$ cat src/rtl/msk_ctrl_pkg.sv
// -----------------------------------------------------------------------------
// msk_ctrl_pkg
// Shared definitions for the masked Clyde S-box layer controller.
//   msk_state_e    : controller FSM states (IDLE / RUN / DONE)
//   clog2_min1()   : ceil(log2(n)) clamped to at least 1, for select widths
//   RND_WORD_BITS(): fresh-randomness bits consumed per pipeline advance
//                    for a d-share implementation (PRNG side sizing)
// -----------------------------------------------------------------------------
package msk_ctrl_pkg;

    typedef enum logic [1:0] {
        ST_IDLE = 2'd0,
        ST_RUN  = 2'd1,
        ST_DONE = 2'd2
    } msk_state_e;

    // Number of masked AND gadgets that are active in parallel on every
    // pipeline advance (one per bit of a 32-bit column slice row).
    localparam int ANDS_PER_ADV = 32;

    function automatic int clog2_min1(input int n);
        return (n <= 1) ? 1 : $clog2(n);
    endfunction

    // Each d-share gadget needs one fresh bit per share pair.
    function automatic int RND_WORD_BITS(input int d);
        return ANDS_PER_ADV * ((d * (d - 1)) / 2);
    endfunction

endpackage

$ cat src/rtl/msk_pipe_tracker.sv
// -----------------------------------------------------------------------------
// msk_pipe_tracker
// Tracks which slices occupy the masked S-box pipeline and which slice is
// being issued / written back on each pipeline advance.
// Ports:
//   clk, rst     : clock, synchronous active-high reset
//   clr          : clear counters and occupancy (start of a layer)
//   adv          : pipeline advances this cycle
//   inject       : new slices may be issued on this advance
//   in_vld/in_sel   : slice entering stage 0 (sel forced to 0 when not valid)
//   out_vld/out_sel : slice written back from the last stage (sel 0 if idle)
//   all_written  : every slice of the layer has been written back
// -----------------------------------------------------------------------------
module msk_pipe_tracker
    import msk_ctrl_pkg::*;
#(
    parameter  int SLICES = 4,
    parameter  int STAGES = 2,
    localparam int SEL_W  = clog2_min1(SLICES)
) (
    input  logic             clk,
    input  logic             rst,
    input  logic             clr,
    input  logic             adv,
    input  logic             inject,
    output logic             in_vld,
    output logic [SEL_W-1:0] in_sel,
    output logic             out_vld,
    output logic [SEL_W-1:0] out_sel,
    output logic             all_written
);

    localparam int                 CNT_W    = clog2_min1(SLICES + 1);
    localparam logic [CNT_W-1:0]   SLICES_C = CNT_W'(SLICES);

    logic [CNT_W-1:0] issued_reg;
    logic [CNT_W-1:0] written_reg;

    // Occupancy as seen after this advance's shift: bit 0 is the slice just
    // entering, bit STAGES-1 is the slice leaving the last stage. The leaving
    // slice is written back on the same advance that loads it into the last
    // stage, so only the first STAGES-1 occupancy bits need to be stored.
    logic [STAGES-1:0] occ_shift;

    assign in_vld  = adv & inject & (issued_reg < SLICES_C);
    assign in_sel  = in_vld ? issued_reg[SEL_W-1:0] : '0;
    assign out_vld = adv & occ_shift[STAGES-1];
    assign out_sel = out_vld ? written_reg[SEL_W-1:0] : '0;

    assign all_written = (written_reg == SLICES_C);

    assign occ_shift[0] = in_vld;

    genvar gi;
    generate
        if (STAGES > 1) begin : g_occ
            logic [STAGES-2:0] occ_reg;

            for (gi = 1; gi < STAGES; gi++) begin : g_tap
                assign occ_shift[gi] = occ_reg[gi-1];
            end

            always_ff @(posedge clk) begin
                if (rst || clr) begin
                    occ_reg <= '0;
                end else if (adv) begin
                    occ_reg <= occ_shift[STAGES-2:0];
                end
            end
        end
    endgenerate

    always_ff @(posedge clk) begin
        if (rst || clr) begin
            issued_reg  <= '0;
            written_reg <= '0;
        end else begin
            if (in_vld) begin
                issued_reg <= issued_reg + 1'b1;
            end
            if (out_vld) begin
                written_reg <= written_reg + 1'b1;
            end
        end
    end

endmodule

$ cat src/rtl/msk_sbox_layer_ctrl.sv
// -----------------------------------------------------------------------------
// msk_sbox_layer_ctrl
// Sequencer for the masked bitsliced Clyde S-box layer. Streams SLICES column
// slices through a STAGES-deep masked pipeline; each advance consumes one
// fresh PRNG word over a valid/ready handshake.
// Ports:
//   clk, rst          : clock, synchronous active-high reset
//   start             : request one S-box layer (accepted only in IDLE)
//   busy, done        : layer in progress / one-cycle completion pulse
//   rnd_valid/ready   : PRNG handshake; ready is purely state-derived
//   pipe_en           : global pipeline advance (= rnd_valid & rnd_ready)
//   in_vld/in_sel     : slice entering stage 0 on this advance
//   out_vld/out_sel   : slice written back to the state on this advance
// -----------------------------------------------------------------------------
module msk_sbox_layer_ctrl
    import msk_ctrl_pkg::*;
#(
    parameter  int SLICES = 4,
    parameter  int STAGES = 2,
    localparam int SEL_W  = clog2_min1(SLICES)
) (
    input  logic             clk,
    input  logic             rst,
    input  logic             start,
    output logic             busy,
    output logic             done,
    input  logic             rnd_valid,
    output logic             rnd_ready,
    output logic             pipe_en,
    output logic             in_vld,
    output logic [SEL_W-1:0] in_sel,
    output logic             out_vld,
    output logic [SEL_W-1:0] out_sel
);

    localparam logic [SEL_W-1:0] LAST_SEL = SEL_W'(SLICES - 1);

    msk_state_e state_reg;
    msk_state_e state_next;

    logic run;
    logic accept;
    logic last_wb;
    logic all_written;

    assign run       = (state_reg == ST_RUN);
    assign accept    = (state_reg == ST_IDLE) && start;
    assign rnd_ready = run;
    assign busy      = run;
    assign done      = (state_reg == ST_DONE);
    assign pipe_en   = run & rnd_valid;

    // out_vld already implies an advance, so this marks the advance that
    // writes back the final slice of the layer.
    assign last_wb = out_vld && (out_sel == LAST_SEL);

    msk_pipe_tracker #(
        .SLICES (SLICES),
        .STAGES (STAGES)
    ) u_tracker (
        .clk         (clk),
        .rst         (rst),
        .clr         (accept),
        .adv         (pipe_en),
        .inject      (run),
        .in_vld      (in_vld),
        .in_sel      (in_sel),
        .out_vld     (out_vld),
        .out_sel     (out_sel),
        .all_written (all_written)
    );

    always_comb begin
        state_next = state_reg;
        case (state_reg)
            ST_IDLE: if (start) state_next = ST_RUN;
            // all_written is a safety exit; the normal exit is last_wb.
            ST_RUN:  if (last_wb || all_written) state_next = ST_DONE;
            ST_DONE: state_next = ST_IDLE;
            default: state_next = ST_IDLE;
        endcase
    end

    always_ff @(posedge clk) begin
        if (rst) begin
            state_reg <= ST_IDLE;
        end else begin
            state_reg <= state_next;
        end
    end

endmodule

$ cat config.mk
export PLATFORM = sky130hd
export DESIGN_NAME = msk_sbox_layer_ctrl
export DESIGN_NICKNAME = d
export VERILOG_FILES = /design/src/rtl/msk_ctrl_pkg.sv /design/src/rtl/msk_pipe_tracker.sv /design/src/rtl/msk_sbox_layer_ctrl.sv
export SDC_FILE = /design/constraint.sdc
export NUM_CORES = 1
export LEC_CHECK = 0
export CORE_AREA = 4 4 41 43
export DETAILED_ROUTE_END_ITERATION = 12
export DIE_AREA = 0 0 45 47
export GPL_TIMING_DRIVEN = 1
export PLACE_DENSITY = 0.69
export SYNTH_ARGS = -nofsm -noshare
export SYNTH_HDL_FRONTEND = slang
export SYNTH_SLANG_ARGS = --single-unit
$ cat constraint.sdc
create_clock -name clk -period 1.6 [get_ports clk]
set_clock_uncertainty 0.1 [all_clocks]
set_input_delay 0.32 -clock clk [delete_from_list [all_inputs] [get_ports clk]]
set_output_delay 0.32 -clock clk [all_outputs]
set_load 0.02 [all_outputs]
==> summary.md <==
| Metric | Value |
|---|---|
| Std cell rows | `13` |
| Vias in the first global route | `433` |
| Outcome | `complete, no violations` |
| Yosys top cell by area | `dfxtp_1` |
| CTS sink count | `9` |
| I/O Pins | `14` |
| Max-cap violations | `0` |
| Initial antenna violation count | `0` |
| Vias per inst | `4.87` |
| Pre-CTS WS | `-0.641 ns` |
| Hold Fails Final Rpt | `0` |
| Clk Latency, worst-skew pair | `0.25 ns` |
| Final setup viols | `0` |
| Die width | `45 um` |
| GP Congestion | `0.689` |
| Cells after Synth | `54` |
| Fraction of layout cells with a size suffix above 1 | `0.456` |
| Commonest cells after routing, fill and taps aside | `12 x buf_4, 7 x nor2_1, 7 x dfxtp_1, 5 x buf_6, 5 x buf_2` |
| Flop pwr share | `0.481` |
| Starting Density | `0.378` |
| Detail Placement HPWL | `815 um` |
| Final WS setup | `0.00912 ns` |
| Final #Nets | `87` |
| Data required, critical path | `1.18 ns` |
| TritonRoute pass-1 iters | `2` |
| CP max FO | `4` |
| Share of the synthesized area in the top cell type | `0.366` |
| Placed Instances | `90` |
| CTS root buffer | `clkbuf_4` |
| GRT Residual Overflow | `0` |
| Number of synthesized register bits | `9` |
| Maximum VDD drop | `0.282 mV` |
| Hold_ws | `0.372 ns` |
| Sw frac | `0.244` |
| Mean post-synth cell area | `9.11 um2` |
| Count of cell types in the netlist | `27` |
| Finished Layout Cells | `94` |
| Ys Warns | `0` |
| Critical path class | `reg -> out` |
| Vias | `458` |
| Core area | `0.00130 mm2` |
| Gr usage total | `0.116` |
| Power, Total | `484 uW` |
| Logic pwr share | `0.160` |
| Post-synth ARST share | `0` |
| Seq/Total Area, Yosys | `0.366` |
| H-tree depth | `1` |
| Pint | `366 uW` |
| Syn Std Cell Area | `492 um2` |
| # hold bufs at CTS | `0` |
| Final Critical Period | `1.59 ns` |
| Die Ht | `47 um` |
| Total wire length | `1040 um` |
| Startpoint Class | `flop` |
| Slew at the pin closest to its max-slew limit | `0.213 ns` |
| Largest net degree at the start of global routing | `7` |
| Port bufs | `13` |
| Number of nets with antenna violations after routing | `0` |
| Slew Limit Fails | `0` |
| Critical path endpoint category | `output pin` |
| Die ar. | `0.00212 mm2` |
| F_max | `0.629 GHz` |
| Worst min-delay path class | `reg -> reg` |
| Area Overhead vs Synth | `46.8%` |
| Global-route wire length before repair | `1800 um` |
| Critical path arrival | `1.17 ns` |
| Commonest non-fill, non-tap cell in the layout | `buf_4` |
| CTS buffer count | `3` |
| Setup TNS | `0 ns` |
| DRC | `0` |
| Most common flop cell mapped by yosys | `dfxtp_1` |
| PwrDens | `671 mW/mm2` |
| Synth top area cells | `dfxtp_1 37%, ha_1 7.6%, nor2_1 5.3%` |
| Clk slew on worst S/H paths | `0.06 ns` |
| N_diodes | `0` |
| CTS tree | `done` |
| Mapped Nets | `61` |
| Switching power total | `118 uW` |
| P_leak | `0.000347 uW` |
| Clock share of power | `0.359` |
| Relative max-transition margin | `0.858` |
| RSZ-0062 raised after global routing | `true` |
| Fin crit share | `0.994` |
| Deepest clock path buffer count | `2` |
| Post-synth EDFFs | `0` |
| Drt wl/cell | `11.1 um` |
| DR iter-0 viols | `8` |
[stage by stage]
| step | area [um2] | utilization |
|---|---|---|
| 2_1_floorplan | 492 | - |
| 3_3_place_gp | 699 | 0.538 |
| 3_5_place_dp | 699 | 0.538 |
| 4_1_cts | 724 | 0.557 |
| 5_1_grt | 722 | 0.555 |
| 6_report | 722 | 0.555 |
[power groups by stage]
stage / sequential, uW / combinational (uW) / clock [uW]
3_3_place_gp: 237 / 81.1 / 0
4_1_cts: 232 / 78.5 / 178
5_1_grt: 233 / 83.7 / 193
2_1_floorplan: 238 / 39.5 / 0
6_report: 233 / 77.4 / 174
3_5_place_dp: 237 / 82.5 / 0
[worst max-delay path: stages, from the launching register on]
cell,delay (ns)
dfxtp_2,0.33
and4bb_2,0.33
and2_4,0.15
buf_6,0.10
[path summary, 6_finish.rpt]
path / from / endpoint / slack (ns) / cells after the start
hold reg to reg: u_tracker.issued_reg[2]$_SDFFE_PP0P_ / u_tracker.issued_reg[2]$_SDFFE_PP0P_ / 0.37 / 2
setup reg to reg: state_reg[1]$_SDFFE_PP0P_ / u_tracker.g_occ.occ_reg$_SDFFE_PP0N_ / 0.37 / 5
hold / removal: u_tracker.issued_reg[2]$_SDFFE_PP0P_ / u_tracker.issued_reg[2]$_SDFFE_PP0P_ / 0.37 / 2
setup / recovery: state_reg[1]$_SDFFE_PP0P_ / in_sel[1] / 0.009 / 3
[timing repair]
action / in CTS / in global routing
pin swaps: 4 / 2
resized for setup: 57 / 3
endpoints found under the setup margin: 10 / 7
buffers inserted: 0 / 0
[cell families after synthesis]
group,after synthesis,share of synthesized area
DFF,9,0.366
AOI/OAI and AO/OA,5,0.0738
adders and majority gates,3,0.0763
and+or+nand+nor,26,0.321
xor gates and xnor gates,2,0.0356
buffers and inverters,7,0.0865
muxes,2,0.0407
[per-layer routing]
layer  vias up  global-route usage  wire (um)
met1       220               0.147        451
li1        228                   -          -
met5         -                   0          0
met2         8               0.189        521
met3         2              0.0230         61
met4         0              0.0526          6
[cells in the mapped netlist, types with 2 or more instances]
cell / instances
a31oi_1: 2
and2_1: 4
and2b_1: 2
buf_4: 2
dfxtp_1: 9
ha_1: 3
inv_1: 3
mux2i_1: 2
nor2_1: 7
nor3_1: 2
xnor2_1: 2
[layout make-up]
class	count	area, um2
multi-input combinational	38	283
timing repair buffer	25	200
sequential	9	183
fill	129	579
inverter	3	11.3
clock buffer	4	26.3
tap	15	18.8
Power figures use the tool's default switching activity.
